**src/rtl/clock_reset_sequencer_if.sv**
```systemverilog
// clock_reset_sequencer_if: heartbeat inputs, software re-sequence request,
// staged reset requests and status of the clock/reset sequencer.
`timescale 1ns/1ps
interface clock_reset_sequencer_if;
   logic       adc_hb;
   logic       eth_hb;
   logic       sw_reset_req;
   logic       proc_rst_n;
   logic       adc_rst_n;
   logic       eth_rst_n;
   logic       ready;
   logic [2:0] fault;
   logic [2:0] state;

   modport master (
      output adc_hb, eth_hb, sw_reset_req,
      input  proc_rst_n, adc_rst_n, eth_rst_n, ready, fault, state
   );

   modport slave (
      input  adc_hb, eth_hb, sw_reset_req,
      output proc_rst_n, adc_rst_n, eth_rst_n, ready, fault, state
   );
endinterface

```
**src/rtl/clock_reset_sequencer.sv**
```systemverilog
// clock_reset_sequencer: qualifies ADC/Eth heartbeats, then releases resets in stages.
// Define CLK_SEQ_AUTO_RECOVER_EN to let FAULT fall back to CHECK after STAGE_DELAY.
`timescale 1ns/1ps
module clock_reset_sequencer #(
   parameter int unsigned CHECK_WINDOW    = 1024,
   parameter int unsigned STAGE_DELAY     = 64,
   parameter int unsigned ADC_MIN         = 120,
   parameter int unsigned ADC_MAX         = 150,
   parameter int unsigned ETH_MIN         = 145,
   parameter int unsigned ETH_MAX         = 175,
   parameter int unsigned TIMEOUT_WINDOWS = 16
) (
   input logic                    clk_processing,
   input logic                    rst_n,
   clock_reset_sequencer_if.slave bus
);
   localparam int unsigned WW = $clog2(CHECK_WINDOW);
   localparam int unsigned TW = (STAGE_DELAY > 1) ? $clog2(STAGE_DELAY) : 1;
   localparam int unsigned FW = $clog2(TIMEOUT_WINDOWS + 1);

   typedef enum logic [2:0] {
      S_RESET    = 3'd0,
      S_CHECK    = 3'd1,
      S_REL_PROC = 3'd2,
      S_REL_ADC  = 3'd3,
      S_REL_ETH  = 3'd4,
      S_RUN      = 3'd5,
      S_FAULT    = 3'd6
   } state_t;

   state_t        state_q;
   state_t        ns;
   logic [2:0]    adc_sy;
   logic [2:0]    eth_sy;
   logic          adc_edge;
   logic          eth_edge;
   logic [9:0]    adc_cnt;
   logic [9:0]    eth_cnt;
   logic [9:0]    adc_cnt_nx;
   logic [9:0]    eth_cnt_nx;
   logic [WW-1:0] win_q;
   logic          win_end;
   logic          adc_bad;
   logic          eth_bad;
   logic          any_bad;
   logic [TW-1:0] tmr_q;
   logic          tmr_done;
   logic          tmr_clr;
   logic [FW-1:0] fail_q;
   logic [FW-1:0] fail_nx;
   logic [2:0]    fault_q;
   logic [2:0]    fault_nx;
   logic          proc_q;
   logic          adc_q;
   logic          eth_q;
   logic          ready_q;

   // sy[0..1] synchronize, sy[2] delays for toggle (both-edge) detection
   assign adc_edge = adc_sy[2] ^ adc_sy[1];
   assign eth_edge = eth_sy[2] ^ eth_sy[1];
   assign win_end  = (win_q == WW'(CHECK_WINDOW - 1));
   assign tmr_done = (tmr_q == TW'(STAGE_DELAY - 1));

   always_comb begin
      adc_cnt_nx = adc_cnt;
      eth_cnt_nx = eth_cnt;
      if (adc_edge && adc_cnt != 10'd1023) adc_cnt_nx = adc_cnt + 10'd1;
      if (eth_edge && eth_cnt != 10'd1023) eth_cnt_nx = eth_cnt + 10'd1;
   end

   assign adc_bad = (adc_cnt_nx < 10'(ADC_MIN)) || (adc_cnt_nx > 10'(ADC_MAX));
   assign eth_bad = (eth_cnt_nx < 10'(ETH_MIN)) || (eth_cnt_nx > 10'(ETH_MAX));
   assign any_bad = adc_bad || eth_bad;

   always_ff @(posedge clk_processing or negedge rst_n) begin
      if (!rst_n) begin
         adc_sy  <= '0;
         eth_sy  <= '0;
         adc_cnt <= '0;
         eth_cnt <= '0;
         win_q   <= '0;
      end else begin
         adc_sy  <= {adc_sy[1:0], bus.adc_hb};
         eth_sy  <= {eth_sy[1:0], bus.eth_hb};
         win_q   <= win_end ? '0 : win_q + WW'(1);
         adc_cnt <= win_end ? '0 : adc_cnt_nx;
         eth_cnt <= win_end ? '0 : eth_cnt_nx;
      end
   end

   always_comb begin
      ns       = state_q;
      fault_nx = fault_q;
      fail_nx  = fail_q;
      unique case (state_q)
         S_RESET: begin
            if (tmr_done) ns = S_CHECK;
         end
         S_CHECK: begin
            if (win_end) begin
               if (!any_bad) begin
                  ns = proc_q ? S_REL_ADC : S_REL_PROC;
               end else if (fail_q == FW'(TIMEOUT_WINDOWS - 1)) begin
                  fault_nx = fault_q | {1'b1, eth_bad, adc_bad};
                  fail_nx  = '0;
               end else begin
                  fail_nx = fail_q + FW'(1);
               end
            end
         end
         S_REL_PROC, S_REL_ADC, S_REL_ETH: begin
            if (win_end && any_bad) begin
               ns       = S_CHECK;
               fault_nx = fault_q | {1'b0, eth_bad, adc_bad};
            end else if (tmr_done) begin
               if (state_q == S_REL_PROC)     ns = S_REL_ADC;
               else if (state_q == S_REL_ADC) ns = S_REL_ETH;
               else                           ns = S_RUN;
            end
         end
         S_RUN: begin
            if (win_end && any_bad) begin
               ns       = S_FAULT;
               fault_nx = fault_q | {1'b0, eth_bad, adc_bad};
            end
         end
         S_FAULT: begin
`ifdef CLK_SEQ_AUTO_RECOVER_EN
            if (tmr_done) ns = S_CHECK;
`else
            ns = S_FAULT;
`endif
         end
         default: ns = S_RESET;
      endcase
      if (ns != S_CHECK) fail_nx = '0;
      if (bus.sw_reset_req) begin
         ns       = S_RESET;
         fault_nx = '0;
         fail_nx  = '0;
      end
   end

   assign tmr_clr = bus.sw_reset_req || (ns != state_q);

   always_ff @(posedge clk_processing or negedge rst_n) begin
      if (!rst_n) begin
         state_q <= S_RESET;
         fault_q <= '0;
         fail_q  <= '0;
         tmr_q   <= '0;
         proc_q  <= 1'b0;
         adc_q   <= 1'b0;
         eth_q   <= 1'b0;
         ready_q <= 1'b0;
      end else begin
         state_q <= ns;
         fault_q <= fault_nx;
         fail_q  <= fail_nx;
         tmr_q   <= tmr_clr ? '0 : tmr_q + TW'(1);
         // proc release survives CHECK/FAULT; only RESET pulls it back
         if (ns == S_RESET)         proc_q <= 1'b0;
         else if (ns == S_REL_PROC) proc_q <= 1'b1;
         adc_q   <= (ns == S_REL_ADC) || (ns == S_REL_ETH) || (ns == S_RUN);
         eth_q   <= (ns == S_REL_ETH) || (ns == S_RUN);
         ready_q <= (ns == S_RUN);
      end
   end

   assign bus.proc_rst_n = proc_q;
   assign bus.adc_rst_n  = adc_q;
   assign bus.eth_rst_n  = eth_q;
   assign bus.ready      = ready_q;
   assign bus.fault      = fault_q;
   assign bus.state      = state_q;
endmodule

```
**src/flat_wrapper.sv**
```systemverilog
// flat-port wrapper written by rule: the top's interface ports become plain ports
module clock_reset_sequencer_flat 
#(
   parameter int unsigned CHECK_WINDOW    = 1024,
   parameter int unsigned STAGE_DELAY     = 64,
   parameter int unsigned ADC_MIN         = 120,
   parameter int unsigned ADC_MAX         = 150,
   parameter int unsigned ETH_MIN         = 145,
   parameter int unsigned ETH_MAX         = 175,
   parameter int unsigned TIMEOUT_WINDOWS = 16
)
  (clk_processing, rst_n, bus_adc_hb, bus_eth_hb, bus_sw_reset_req, bus_proc_rst_n, bus_adc_rst_n, bus_eth_rst_n, bus_ready, bus_fault, bus_state);
  clock_reset_sequencer_if bus_i ();
  input logic clk_processing;
  input logic rst_n;
  input wire logic [$bits(bus_i.adc_hb)-1:0] bus_adc_hb;
  input wire logic [$bits(bus_i.eth_hb)-1:0] bus_eth_hb;
  input wire logic [$bits(bus_i.sw_reset_req)-1:0] bus_sw_reset_req;
  output wire logic [$bits(bus_i.proc_rst_n)-1:0] bus_proc_rst_n;
  output wire logic [$bits(bus_i.adc_rst_n)-1:0] bus_adc_rst_n;
  output wire logic [$bits(bus_i.eth_rst_n)-1:0] bus_eth_rst_n;
  output wire logic [$bits(bus_i.ready)-1:0] bus_ready;
  output wire logic [$bits(bus_i.fault)-1:0] bus_fault;
  output wire logic [$bits(bus_i.state)-1:0] bus_state;
  assign bus_i.adc_hb = bus_adc_hb;
  assign bus_i.eth_hb = bus_eth_hb;
  assign bus_i.sw_reset_req = bus_sw_reset_req;
  assign bus_proc_rst_n = bus_i.proc_rst_n;
  assign bus_adc_rst_n = bus_i.adc_rst_n;
  assign bus_eth_rst_n = bus_i.eth_rst_n;
  assign bus_ready = bus_i.ready;
  assign bus_fault = bus_i.fault;
  assign bus_state = bus_i.state;
  clock_reset_sequencer #(.CHECK_WINDOW(CHECK_WINDOW), .STAGE_DELAY(STAGE_DELAY), .ADC_MIN(ADC_MIN), .ADC_MAX(ADC_MAX), .ETH_MIN(ETH_MIN), .ETH_MAX(ETH_MAX), .TIMEOUT_WINDOWS(TIMEOUT_WINDOWS)) u_core (.clk_processing(clk_processing), .rst_n(rst_n), .bus(bus_i));
endmodule
```
**config.mk**
```make
export PLATFORM = sky130hd
export DESIGN_NAME = clock_reset_sequencer_flat
export DESIGN_NICKNAME = d
export VERILOG_FILES = /design/src/rtl/clock_reset_sequencer_if.sv /design/src/rtl/clock_reset_sequencer.sv /design/src/flat_wrapper.sv
export SDC_FILE = /design/constraint.sdc
export NUM_CORES = 1
export LEC_CHECK = 0
export BUFFER_PORTS_ARGS = -buffer_cell sky130_fd_sc_hd__buf_2
export CAP_MARGIN = 10
export CORE_MARGIN = 1.5
export CORE_UTILIZATION = 55
export CTS_CLUSTER_SIZE = 28
export DETAILED_ROUTE_END_ITERATION = 8
export GPL_TIMING_DRIVEN = 0
export PLACE_DENSITY = 0.75
export SLEW_MARGIN = 30
export SYNTH_ARGS = -nofsm -noshare
export SYNTH_HDL_FRONTEND = slang
export SYNTH_SLANG_ARGS = --single-unit
export TNS_END_PERCENT = 1
```
**constraint.sdc**
```tcl
create_clock -name clk_processing -period 3.2 [get_ports clk_processing]
set_input_delay 0.8 -clock clk_processing [delete_from_list [all_inputs] [get_ports clk_processing]]
set_output_delay 0.8 -clock clk_processing [all_outputs]
set_load 0.03 [all_outputs]
```
# Word level (Yosys, flattened, before mapping)
# Index checks and enable logic that the tools add are counted.
# classes
add_sub_neg	5
multipliers	0
div	0
magnitude_cmp	4
n_eq_ne	21
shift	0
n_mux	31
bitwise_logic	4
n_reduce_logical	21
# op_table
op	count
$mux 10	5
$mux 3	13
$add 10x1->10 const B	3
$mux 5	6
$gt 10x8->1 const B	2
$ne 10x10->1 const B	2
$eq 3x3->1 const B	5
$pmux 3 s5	1
$eq 3x2->1 const B	4
$reduce_bool 3->1	4
$eq 10x10->1 const B	1
$lt 10x7->1 const B	1
$lt 10x8->1 const B	1
$ne 3x2->1 const B	3
$logic_or 1x1->1	7
$add 6x1->6 const B	1
$eq 6x6->1 const B	1
$logic_not 3->1	2
$mux 6	1
$ne 3x1->1 const B	2
$pmux 3 s2	1
$add 5x1->5 const B	1
$eq 5x4->1 const B	1
$reduce_and 5->1	1
other kinds (11)	17
# word_totals
reg_bits	57
latchBits	0
ram_bits	0
mem_bits_ro	0
in_bits	5
output_inout_bits	10
memories	0

# Depth between registers and ports, before layout
# Gate-level depths: netlist (run 1).
# logic_depth
ltp_word	13
depth_mapped	11
mapped_depth_nobuf	11

# Worst setup path after synthesis (run 1)
# OpenSTA, ideal clock, no wires.
# synth_timing
path_type	register to register
start	register u_core.adc_sy[1]
end	register u_core.proc_q (netlist: u_core.bus.proc_rst_n)
arrival_time_ps	2997
path_slack_ps	83
path_stages_with_launch	11
path_buffers	0
period_less_slack_ps	3117
path_cell_list	dfrtp_1 > xnor2_2 > or3_4 > nor2_4 > mux2i_1 > or4bb_4 > a2111oi_2 > o22ai_1 > a211oi_4 > o22ai_1 > a31o_1
# synth_between
elab_chain_len	12
word_cells_on_any_way	18
# synth_rtl
element	line_no	rtl
from (decl)	clock_reset_sequencer.sv:33	logic [2:0] adc_sy;
from (signal assigned)	clock_reset_sequencer.sv:83	adc_sy <= {adc_sy[1:0], bus.adc_hb};
$xor 1x1->1 *	clock_reset_sequencer.sv:59	assign adc_edge = adc_sy[2] ^ adc_sy[1];
$logic_and 1x1->1 *	clock_reset_sequencer.sv:67	if (adc_edge && adc_cnt != 10'd1023) adc_cnt_nx = adc_cnt + 10'd1;
$mux 10 *	clock_reset_sequencer.sv:67	
$lt 10x7->1 or $gt 10x8->1 (tied branches)	clock_reset_sequencer.sv:71	assign adc_bad = (adc_cnt_nx < 10'(ADC_MIN)) || (adc_cnt_nx > 10'(ADC_MAX));
$logic_or 1x1->1 *	clock_reset_sequencer.sv:71	
$logic_or 1x1->1 *	clock_reset_sequencer.sv:73	assign any_bad = adc_bad || eth_bad;
$mux 3 or $logic_and 1x1->1 (tied branches)	clock_reset_sequencer.sv:101, clock_reset_sequencer.sv:112, clock_reset_sequencer.sv:122	
$mux 3, on equally long branches	clock_reset_sequencer.sv:100, clock_reset_sequencer.sv:112, clock_reset_sequencer.sv:122	
$pmux 3 s5 *	clock_reset_sequencer.sv:95	unique case (state_q)
$mux 3 *	clock_reset_sequencer.sv:137	if (bus.sw_reset_req) begin
$eq 3x2->1 or $logic_not 3->1 (tied branches)	clock_reset_sequencer.sv:163, clock_reset_sequencer.sv:162	
$reduce_bool 2->1 (no line) or $mux 1 (tied branches)	--	
to (signal assigned)	clock_reset_sequencer.sv:152	proc_q <= 1'b0;
to (signal assigned)	clock_reset_sequencer.sv:162	if (ns == S_RESET) proc_q <= 1'b0;
to (signal assigned)	clock_reset_sequencer.sv:163	else if (ns == S_REL_PROC) proc_q <= 1'b1;
to (decl)	clock_reset_sequencer.sv:53	logic proc_q;
# Every way passes the cells marked *; elsewhere a longest branch is shown, timed or not.
# A chain may end at the register's enable or synchronous reset.

# Final worst setup path (run 1)
# layout_timing
start	register u_core.adc_sy[1]
end	register u_core.tmr_q[1]
# layout_between
elab_chain_len	13
word_cells_on_any_way	17
# layout_rtl
element	line_no	rtl
$xor 1x1->1 *	clock_reset_sequencer.sv:59	
$logic_and 1x1->1 *	clock_reset_sequencer.sv:67	
$mux 10 *	clock_reset_sequencer.sv:67	
$lt 10x7->1 or $gt 10x8->1 (tied branches)	clock_reset_sequencer.sv:71	
$logic_or 1x1->1 *	clock_reset_sequencer.sv:71	
$logic_or 1x1->1 *	clock_reset_sequencer.sv:73	
$mux 3 or $logic_and 1x1->1 (tied branches)	clock_reset_sequencer.sv:101, clock_reset_sequencer.sv:112, clock_reset_sequencer.sv:122	
$mux 3, on equally long branches	clock_reset_sequencer.sv:100, clock_reset_sequencer.sv:112, clock_reset_sequencer.sv:122	
$pmux 3 s5 *	clock_reset_sequencer.sv:95	
$mux 3 *	clock_reset_sequencer.sv:137	
$ne 3x3->1 *	clock_reset_sequencer.sv:144	assign tmr_clr = bus.sw_reset_req || (ns != state_q);
$logic_or 1x1->1 *	clock_reset_sequencer.sv:144	
$mux 6 *	clock_reset_sequencer.sv:160	tmr_q <= tmr_clr ? '0 : tmr_q + TW'(1);
to (signal assigned)	clock_reset_sequencer.sv:160	
to (decl)	clock_reset_sequencer.sv:46	logic [TW-1:0] tmr_q;
# Marked as above.

==> reports/qor.txt, run 1 <==
Layout area overhead: 22.04%
Register area share after synthesis: 45.02%
Final Hold Fails: 0
GP Congestion: 0.8481
Core ar.: 0.005540 sq mm
Top cells by area, synth: dfrtp_1, nor2_1, xor2_1
EDFF count, synth: 0
Synth warn: 0
Num rows: 27
LEAKAGE: 0.001648 uW
Worst-Skew Late Latency: 0.34 ns
Die Span Y: 78.90 um
Crit Path Class: register to register
Pwr per Cell Area: 584.7 mW/mm^2
Final setup margin: -0.2080 ns
Vias per cell: 6.048
Top-Level Pins: 15
Final nets: 388
Share of layout cells above drive strength 1: 21.93%
Clk root buf: clkbuf_8
Setup slack, reg-to-reg: -0.21 ns
Violated checks: negative setup slack
Clock Sinks: 57
Status: finished with violations
Max clock buf depth: 2
Met1 usage: 32.78%
Vias post-DR: 2752
Worst Hold Depth: 0
GRT busiest layer: met2
Clk slew on worst S/H paths: 0.07 ns
Startpoint Class: register
M2 GR Usage: 41.21%
Worst Reg2Reg Path Length in Cells: 11
First-pass GRT wire length: 12140 um
WL/cell: 15.98 um
Initial core utilization: 57.18%
Post-Route WL: 7269 um
Port Buffer Count: 13
Data required, critical path: 3.42 ns
Cell area after synthesis: 0.003168 sq mm
Area leader, netlist: dfrtp_1
Largest net degree at the start of global routing: 58
Starting DRT DRC Count: 245
GRT overflow: 0
Syn Nets: 346
Final setup viols: 17
Detail Placement HPWL: 4289 um
Die W: 78.90 um
Reg2reg end: u_core.tmr_q[1]
Slew HR: 53.04%
Worst r2r src: u_core.adc_sy[1]
FMAX: 293.4 MHz
Max-cap check violation count: 0
Number of global-route vias before repair: 2659
CP max FO: 6
Final Slew Violations: 0
Cts hold-fix bufs: 0
Worst Skew: 0.005334 ns
Cts bufs inserted: 9
All-Layer GR Usage: 25.25%
Synthesis-stage register bit count: 57
Area of the die: 0.006224 sq mm
Number of fill cells: 423
RSZ-0062 raised after global routing: true
Ys flop type: dfrtp_1
Min-delay worst type: register to register
WHS: 0.3676 ns
DRC viols: 0
Diodes inserted: 0
Min Tclk post-route: 3.408 ns
Yosys top cell area share: 45.02%
Htree depth: 3
Final period util: 106.5%
Hold-critical path endpoint: u_core.adc_sy[1]
TritonRoute pass-1 iters: 5
Setup crit end kind: register
GR met3 Demand/Resource: 4.483%
Maximum VDD drop: 0.0003929 V
Hold Crit Start: u_core.adc_sy[0]
Data arrival, critical path: 3.62 ns
Mapped Cells: 336
Least-Margin Pin Slew: 0.7044 ns
Asr flop ratio synth: 100.0%
Syn avg cell area: 9.429 sq um
Antenna violations before repair: 0
Netlist cell types: 56
CTS tree: done
Post-Route Utilization: 69.78%
Antenna-violating nets left: 0
[flip-flops by register name, summed over array words and instances (netlist names)]
| signal | flops |
|---|---|
| u_core.eth_sy | 3 |
| u_core.tmr_q | 6 |
| u_core.bus.fault | 3 |
| u_core.bus.ready | 1 |
| u_core.bus.state | 3 |
| u_core.bus.eth_rst_n | 1 |
| u_core.bus.adc_rst_n | 1 |
| u_core.adc_cnt | 10 |
| u_core.win_q | 10 |
| u_core.bus.proc_rst_n | 1 |
| u_core.adc_sy | 3 |
| u_core.eth_cnt | 10 |
| u_core.fail_q | 5 |
[worst max-delay path by stage]
stage / from / to / slack (ns) / cells past startpoint
floorplan: u_core.adc_sy[1] / u_core.bus.proc_rst_n / 0.08 / 10
global placement: u_core.adc_cnt[0] / u_core.tmr_q[4] / -0.27 / 11
detailed placement: u_core.adc_cnt[0] / u_core.tmr_q[2] / -0.31 / 11
CTS: u_core.adc_sy[2] / u_core.bus.proc_rst_n / -0.09 / 10
global route: u_core.adc_sy[1] / u_core.tmr_q[1] / -0.30 / 11
finish: u_core.adc_sy[1] / u_core.tmr_q[1] / -0.21 / 11
[cell families after synthesis]
group	synth area share [%]
simple gates	25.67
compound gates	15.88
flops	45.02
xor+xnor	6.596
buf+inv	2.014
mux	2.844
fa+ha+maj	1.975
[layer usage]
metal	up-vias	share of wire [%]
li1	1299	-
met1	1323	45
met2	109	48
met3	21	4.4
met4	0	2.1
met5	-	0
[worst max-delay path, stage by stage, from the launching register on]
cell      delay (ns)
dfrtp_2         0.45
xnor2_4         0.16
or3_4           0.43
nor2_4          0.14
mux2i_4         0.27
or4bb_4         0.53
buf_4           0.17
a211oi_4        0.35
mux2i_2         0.32
a211oi_4        0.08
a32oi_4         0.29
nor2b_1         0.08
[Yosys cell counts, drive strengths merged, types with 5 or more instances]
library cell,n
and3,9
and2,10
nor3,13
nand3,17
nor2,53
a211oi,7
xnor2,11
mux2i,9
or3,5
a31oi,5
nand4,8
a21oi,12
o21ai,11
xor2,12
inv,8
dfrtp,57
clkbuf,9
ha,5
nand2,21
[layout by cell type, fill, tap and decap left out, drive strengths merged, types with 5 or more instances in the layout]
master  netlist  layout
nor2         53      53
dfrtp        57      57
nand2        21      21
nor3         13      13
a31oi         5       5
ha            5       5
o21ai        11      11
xnor2        11      11
mux2i         9       9
inv           8       8
and2         10      10
a211oi        7       7
buf           0      31
a21oi        12      12
nand3        17      17
xor2         12      12
or3           5       5
clkbuf        9      19
nand4         8       8
and3          9       9
[metrics by stage]
step	TNS, ns	instances	total power [uW]	area, sq um	setup WS [ns]
3_5_place_dp	-3.415	421	1408	3326	-0.3104
6_report	-2.692	455	2261	3866	-0.2080
2_1_floorplan	0	336	1291	3168	0.08310
4_1_cts	-0.4476	449	2230	3759	-0.09124
3_3_place_gp	-2.745	421	1391	3323	-0.2667
5_1_grt	-4.246	455	2382	3866	-0.2989
[where the power goes]
group,leakage (uW),internal (uW),switching [uW]
clock,0.000106,434,297
sequential,0.000731,818,138
combinational,0.000811,258,316
total,0.00165,1510,751
[repair_timing]
| item | CTS | global route |
|---|---|---|
| buffers inserted | 12 | 6 |
| pin swaps | 17 | 14 |
| setup endpoints to repair | 17 | 19 |
| resized for setup | 27 | 11 |
| gates cloned | 0 | 0 |
[area by class of cell]
| class | instances | area [sq um] | share of cell area (%) |
|---|---|---|---|
| Clock buffer | 10 | 127.6 | 3.301 |
| Clock inverter | 6 | 82.58 | 2.136 |
| Timing Repair Buffer | 31 | 215.2 | 5.566 |
| Inverter | 8 | 30.03 | 0.7767 |
| Buffer | 9 | 33.78 | 0.8738 |
| Sequential cell | 57 | 1434 | 37.09 |
| Tap cell | 72 | 90.09 | 2.330 |
| Multi-Input combinational cell | 262 | 1853 | 47.93 |
Power figures use the tool's default switching activity.
==> run 2: changes to the inputs <==
--- a/config.mk
+++ b/config.mk
@@ -5,6 +5,7 @@
 export SDC_FILE = /design/constraint.sdc
 export NUM_CORES = 1
 export LEC_CHECK = 0
+export ABC_AREA = 1
 export BUFFER_PORTS_ARGS = -buffer_cell sky130_fd_sc_hd__buf_2
 export CAP_MARGIN = 10
 export CORE_MARGIN = 1.5
==> run 2 against run 1 <==
  * The run now ends clean
  * Maximum frequency is 21% higher
  * Critical path depth is 10 higher
  * Clock power is 26% lower
  * Largest cell class unchanged
  * Largest power group unchanged
==> reports/qor.txt, run 2 <==
Largest net degree at the start of global routing: 58 (unchanged)
Max clock buf depth: 2 (unchanged)
Slew HR: 52.43% (-0.62 points)
Starting DRT DRC Count: 137 (-44%)
Data arrival, critical path: 3.05 ns (-0.57 ns)
Number of global-route vias before repair: 2676 (+0.64%)
Design Power: 2099 uW (-7.2%)
Status: finished clean
Pwr per Cell Area: 572.0 mW/mm^2 (-2.2%)
Synthesis-stage register bit count: 57 (unchanged)
Crit-path max cell delay: 0.47 ns (-0.06 ns)
Core ar.: 0.005886 sq mm (+6.2%)
Cell mode on critical path: nand2_1
Crit Path Class: register to register
Asr flop ratio synth: 100.0% (unchanged)
All-Layer GR Usage: 22.93% (-2.3 points)
Sequential Power Share: 44.8% (+2.5 points)
Netlist cell types: 31 (-45%)
EDFF count, synth: 0 (unchanged)
Min-delay worst type: register to register
Syn avg cell area: 7.446 sq um (-21%)
Post-Route Utilization: 62.35% (-7.4 points)
Die W: 81.05 um (+2.7%)
Vias post-DR: 2807 (+2.0%)
Startpoint Class: register
Comb power frac: 29.4% (+4.0 points)
Vias per cell: 5.076 (-16%)
Area of the die: 0.006569 sq mm (+5.5%)
Top flop regs: u_core.adc_cnt x10, u_core.eth_cnt x10, u_core.win_q x10
Yosys top cell area share: 42.57% (-2.5 points)
Clock network power share: 25.9% (-6.4 points)
Top-Level Pins: 15 (unchanged)
Final period util: 88.31% (-18 points)
Number of fill cells: 516 (+22%)
Most frequent cell after synthesis: nand2_1
Synth top cells by count: nand2_1, inv_1, nor2_1
Crit-path cells: ha_2 -> inv_1 -> nor2_4 -> nand3_4 -> nand2_4 -> buf_6 -> nand2_1 -> nand2_1 -> nand3_1 -> nand2_1 -> nand3_1 -> nor2_2 -> nand2_2 -> nand2_4 -> nand2_1 -> nand2_1 -> nand3_2 -> nand2_2 -> nand2_2 -> nand2_4 -> nor3_2
Port Buffer Count: 14 (+1)
Area leader, netlist: dfrtp_1
Clock Sinks: 57 (unchanged)
Cell area after synthesis: 0.003351 sq mm (+5.8%)
Worst-Skew Late Latency: 0.34 ns (about the same)
Buffers & Inverters on Critical Path: 2 (+1)
Worst Hold Depth: 0 (unchanged)
Mapped Cells: 450 (+34%)
WP depth: 21 (+10)
GP Congestion: 0.9127 (+7.6%)
Worst Skew: 0.005993 ns (+0.0006585 ns)
Top cells by area, synth: dfrtp_1, nand2_1, inv_1
Final Slew Violations: 0 (unchanged)
Ys flop type: dfrtp_1
Register area share after synthesis: 42.57% (-2.5 points)
Worst Reg2Reg Path Length in Cells: 21 (+10)
First-pass GRT wire length: 11520 um (-5.1%)
Least-Margin Pin Slew: 0.7136 ns (+0.009235 ns)
Final setup viols: 0 (-17)
Data required, critical path: 3.42 ns (about the same)
Layout area overhead: 9.522%
Multi-input gate area: 0.001660 sq mm (-10%)
Diodes inserted: 0 (unchanged)
Die Span Y: 81.05 um (+2.7%)
Antenna violations before repair: 0 (unchanged)
TritonRoute pass-1 iters: 4 (-1)
Share of layout cells above drive strength 1: 12.97% (-9.0 points)
Clk slew on worst S/H paths: 0.06 ns (about the same)
WL/cell: 11.67 um (-27%)
LEAKAGE: 0.001925 uW (+17%)
Top Family by Delay on Critical Path: simple AND/OR/NAND/NOR gates
Register Area: 0.001426 sq mm (-0.52%)
Synth warn: 0 (unchanged)
Setup Fix Bufs, Post-CTS: 0 (-12)
Num rows: 28 (+3.7%)
Highest-count cells in the layout ignoring fill and taps: nand2_1, inv_1, nor2_1, dfrtp_1, nand3_1
RSZ-0062 raised after global routing: false
Post-Route WL: 6453 um (-11%)
Final nets: 485 (+25%)
GRT overflow: 0 (unchanged)
Internal power: 1317 uW (-13%)
Commonest non-fill, non-tap cell in the layout: nand2_1
Syn Nets: 460 (+33%)
Setup TNS: 0 ns (+2.692 ns)
Maximum VDD drop: 0.0003590 V (-8.6%)
Critical path's slowest cell: dfrtp_1
Initial core utilization: 56.93% (-0.25 points)
Clk root buf: clkbuf_8
Setup crit end kind: register
Final Hold Fails: 0 (unchanged)
FMAX: 353.9 MHz (+21%)
Antenna-violating nets left: 0 (unchanged)
DRC viols: 0 (unchanged)
Max-cap check violation count: 0 (unchanged)
CTS tree: done
Cts hold-fix bufs: 0 (unchanged)
Switching Share: 37.27% (+4.0 points)
Cts bufs inserted: 9 (unchanged)
CP max FO: 10 (+4)
Detail Placement HPWL: 4711 um (+9.8%)
Net Switching: 782.3 uW (+4.2%)
Htree depth: 3 (unchanged)
Min Tclk post-route: 2.826 ns (-0.5819 ns)
-- run 2: final cells by class --
type	count	area share, %
plain buffers	4	0.6137
clock buffers	10	3.478
clock inverters	4	0.6137
inverters	65	6.648
multi-input cells	324	45.24
flip-flops and latches	57	38.87
well taps	75	2.557
repair buffers	14	1.977
-- run 2: per-layer routing --
| metal | GRT usage [%] | up-vias | share of wire, % |
|---|---|---|---|
| met4 | 8.103 | 0 | 1.3 |
| li1 | - | 1470 | - |
| met1 | 29.55 | 1298 | 48 |
| met3 | 5.618 | 11 | 2.7 |
| met2 | 37.58 | 28 | 48 |
| met5 | 0 | - | 0 |
-- run 2: power by group through the flow --
| stage | Sequential [uW] | Combinational (uW) | Clock, uW |
|---|---|---|---|
| after floorplan | 930 | 493 | 0 |
| final | 940 | 617 | 543 |
| after global placement | 943 | 596 | 0 |
| after CTS | 936 | 617 | 564 |
| after global routing | 957 | 714 | 591 |
| after detailed placement | 949 | 614 | 0 |
-- run 2: stage by stage --
| step | worst slack (ns) | area, sq um | instances | hold slack [ns] |
|---|---|---|---|---|
| 6_report | 0.3740 | 3670 | 553 | 0.3479 |
| 3_5_place_dp | 0.3177 | 3517 | 539 | 0.3363 |
| 3_3_place_gp | 0.3739 | 3515 | 539 | 0.3324 |
| 4_1_cts | 0.3091 | 3667 | 553 | 0.3503 |
| 2_1_floorplan | 0.7160 | 3351 | 450 | 0.3312 |
| 5_1_grt | 0.03576 | 3670 | 553 | 0.3520 |
-- run 2: logic make-up after synthesis --
group | synth area share, %
buffers and inverters | 7.954
adders and majority gates | 1.867
AOI/OAI and AO/OA | 5.079
xor gates and xnor gates | 4.182
DFF | 42.57
and+or+nand+nor | 38.35
-- run 2: path summary, 6_finish.rpt --
| kind | from | end | slack [ns] |
|---|---|---|---|
| setup / recovery | u_core.adc_cnt[0] | u_core.tmr_q[3] | 0.37 |
| hold / removal | u_core.adc_sy[0] | u_core.adc_sy[1] | 0.35 |
| setup reg to reg | u_core.adc_cnt[0] | u_core.tmr_q[3] | 0.37 |
| hold reg to reg | u_core.adc_sy[0] | u_core.adc_sy[1] | 0.35 |
| max in group asynchronous | rst_n | u_core.adc_sy[0] | 2.21 |
| min in group asynchronous | rst_n | u_core.tmr_q[2] | 0.50 |
-- run 2: repair_timing --
action	in CTS	in global routing
resized for setup	0	1
endpoints found under the setup margin	0	6
hold endpoints to repair	0	0
==> run 3: changes to the inputs <==
--- a/config.mk
+++ b/config.mk
@@ -5,7 +5,6 @@
 export SDC_FILE = /design/constraint.sdc
 export NUM_CORES = 1
 export LEC_CHECK = 0
-export ABC_AREA = 1
 export BUFFER_PORTS_ARGS = -buffer_cell sky130_fd_sc_hd__buf_2
 export CAP_MARGIN = 10
 export CORE_MARGIN = 1.5
@@ -13,7 +12,7 @@
 export CTS_CLUSTER_SIZE = 28
 export DETAILED_ROUTE_END_ITERATION = 8
 export GPL_TIMING_DRIVEN = 0
-export PLACE_DENSITY = 0.75
+export PLACE_DENSITY = 0.73
 export SLEW_MARGIN = 30
 export SYNTH_ARGS = -nofsm -noshare
 export SYNTH_HDL_FRONTEND = slang
==> constraint.sdc (replaced) <==
create_clock -name clk_processing -period 2.6 [get_ports clk_processing]
set_input_delay 0.65 -clock clk_processing [delete_from_list [all_inputs] [get_ports clk_processing]]
set_output_delay 0.65 -clock clk_processing [all_outputs]
set_load 0.03 [all_outputs]
==> run 3 against run 2 <==
  * The run now ends with negative setup slack left
  * Total power is 27% higher
  * Worst hold slack worse by 0.010 ns
  * Die area is 5.2% lower
  * Clock power is 52% higher
  * Final cell count is 19% lower
  * Core utilization is 5.2 points higher
  * Wire length is 5.8% higher
  * Flip-flop and latch count stayed put
  * Sequential share of layout area is 0.62 points lower
  * Global-route usage is 0.27 points higher
  * Cell area is 2.0% higher
  * Register-to-register slack worse by 1.1 ns
==> reports/qor.txt, run 3 (synthesis results as in run 1) <==
Maximum VDD drop: 0.0003606 V (+0.45%)
LEAKAGE: 0.001596 uW (-17%)
Clk slew on worst S/H paths: 0.07 ns (about the same)
Sequential Power Share: 43.8% (-1.0 points)
WHS: 0.3379 ns (-0.01002 ns)
Crit Path Class: register to register
Slew HR: 52.94% (+0.52 points)
Multi-input gate area: 0.001823 sq mm (+9.8%)
Violated checks: negative setup slack
Final Slew Violations: 0 (unchanged)
Clock network power share: 30.9% (+5.0 points)
Pwr per Cell Area: 712.1 mW/mm^2 (+24%)
Least-Margin Pin Slew: 0.7058 ns (-0.007758 ns)
Antenna-violating nets left: 0 (unchanged)
GP Congestion: 0.9051 (-0.83%)
Worst Hold Depth: 0 (unchanged)
Layout area overhead: 18.13%
WL/cell: 15.30 um (+31%)
Die Span Y: 78.90 um (-2.7%)
Min Tclk post-route: 3.318 ns (+0.4920 ns)
Worst-Skew Late Latency: 0.35 ns (about the same)
Setup crit end kind: register
Min-delay worst type: register to register
Core ar.: 0.005540 sq mm (-5.9%)
Clk root buf: clkbuf_8
Worst Reg2Reg Path Length in Cells: 9 (-57%)
First-pass GRT wire length: 11040 um (-4.2%)
Detail Placement HPWL: 4320 um (-8.3%)
DRC viols: 0 (unchanged)
Area of the die: 0.006224 sq mm (-5.2%)
Max clock buf depth: 2 (unchanged)
CTS tree: done
FMAX: 301.4 MHz (-15%)
Antenna violations before repair: 0 (unchanged)
Max-cap check violation count: 0 (unchanged)
Cts hold-fix bufs: 0 (unchanged)
Net Switching: 907.5 uW (+16%)
TritonRoute pass-1 iters: 4 (unchanged)
Cts bufs inserted: 9 (unchanged)
RSZ-0062 raised after global routing: true
Num rows: 27 (-3.6%)
Vias per cell: 5.964 (+17%)
Number of global-route vias before repair: 2421 (-9.5%)
Die W: 78.90 um (-2.7%)
Post-Route Utilization: 67.55% (+5.2 points)
Final period util: 127.6% (+39 points)
Worst Skew: 0.008934 ns (+0.002942 ns)
Final setup margin: -0.7180 ns (-1.092 ns)
GRT overflow: 0 (unchanged)
Final setup viols: 19 (+19)
Highest-count cells in the layout ignoring fill and taps: dfrtp_1, nor2_1, nand2_1, nand3_1
Diodes inserted: 0 (unchanged)
Status: finished with violations
Final Hold Fails: 0 (unchanged)
Starting DRT DRC Count: 173 (+26%)
Commonest non-fill, non-tap cell in the layout: dfrtp_1
Comb power frac: 25.3% (-4.1 points)
Post-Route WL: 6826 um (+5.8%)
Number of fill cells: 451 (-13%)
CP max FO: 7 (-3)
Switching Share: 34.05% (-3.2 points)
Top-Level Pins: 15 (unchanged)
All-Layer GR Usage: 23.19% (+0.27 points)
Data required, critical path: 2.83 ns (-0.59 ns)
Startpoint Class: register
Register Area: 0.001431 sq mm (+0.35%)
Top flop regs: u_core.adc_cnt x10, u_core.eth_cnt x10, u_core.win_q x10
Initial core utilization: 57.18% (+0.25 points)
Internal power: 1757 uW (+33%)
Clock Sinks: 57 (unchanged)
Largest net degree at the start of global routing: 58 (unchanged)
Vias post-DR: 2660 (-5.2%)
Data arrival, critical path: 3.55 ns (+0.50 ns)
Port Buffer Count: 13 (-1)
Final nets: 379 (-22%)
Htree depth: 3 (unchanged)
Share of layout cells above drive strength 1: 19.52% (+6.5 points)
[run 3: cell count changes in the layout (fill, tap and decap cells not counted), sizes merged, moves of 5 or more]
cell,delta
and3,+9
buf,+8
nor2,-10
mux2i,+9
and2,+10
nand2,-117
or3,+5
a211oi,+7
inv,-56
clkbuf,+5
nand3,-23
[run 3: worst paths after layout]
check / start / endpoint / slack (ns)
min in group asynchronous: rst_n / u_core.adc_cnt[4] / 0.35
worst min-delay path: u_core.eth_sy[0] / u_core.eth_sy[1] / 0.34
worst max register to register: u_core.adc_sy[2] / u_core.tmr_q[3] / -0.72
worst min register to register: u_core.eth_sy[0] / u_core.eth_sy[1] / 0.34
max in group asynchronous: rst_n / u_core.adc_cnt[0] / 1.75
worst max-delay path: u_core.adc_sy[2] / u_core.tmr_q[3] / -0.72
[run 3: cell type report]
| cell class | instances | share of cell area, % |
|---|---|---|
| Inverter | 8 | 0.8024 |
| Clock buffer | 10 | 3.678 |
| Buffer | 9 | 0.9027 |
| Clock inverter | 6 | 1.538 |
| Sequential cell | 57 | 38.25 |
| Tap cell | 72 | 2.407 |
| Multi-Input combinational cell | 262 | 48.71 |
| Timing Repair Buffer | 22 | 3.711 |
[run 3: worst max-delay path, stage by stage (launching register included)]
cell and delay (ns):
dfrtp_2 0.44, xnor2_4 0.19, or3_4 0.42, nor2_4 0.14, mux2i_4 0.27, or4bb_4 0.54, a2111o_1 0.50, a211o_1 0.32
a32oi_4 0.28, nor2_1 0.09
[run 3: power by group through the flow]
| stage | Sequential, uW | Clock (uW) | Combinational [uW] |
|---|---|---|---|
| detailed placement | 1160 | 0 | 581 |
| global placement | 1160 | 0 | 573 |
| CTS | 1150 | 833 | 614 |
| floorplan | 1130 | 0 | 473 |
| finish | 1170 | 823 | 673 |
| global route | 1190 | 870 | 749 |
[run 3: what timing repair did]
| item | in CTS | in global routing |
|---|---|---|
| pin swaps | 7 | 8 |
| gates cloned | 0 | 0 |
| resized for setup | 14 | 16 |
| setup endpoints to repair | 19 | 25 |
| setup buffers | 5 | 4 |
[run 3: routing by layer]
layer / vias to the layer above / track usage (%) / share of wire [%]
met5: - / 0 / 0
met4: 0 / 11.40 / 2.2
met3: 16 / 6.437 / 4.6
met2: 75 / 35.34 / 47
met1: 1294 / 30.53 / 46
li1: 1275 / - / -
[run 3: metrics by stage]
step / cell area, sq um / total power [uW] / setup slack, ns / std cells / TNS (ns)
floorplan: 3193 / 1602 / -0.4893 / 336 / -6.617
global placement: 3348 / 1731 / -0.8196 / 421 / -13.14
detailed placement: 3351 / 1742 / -0.8638 / 421 / -13.70
CTS: 3647 / 2596 / -0.7078 / 442 / -11.55
global route: 3742 / 2807 / -0.8282 / 446 / -14.44
finish: 3742 / 2665 / -0.7180 / 446 / -12.16
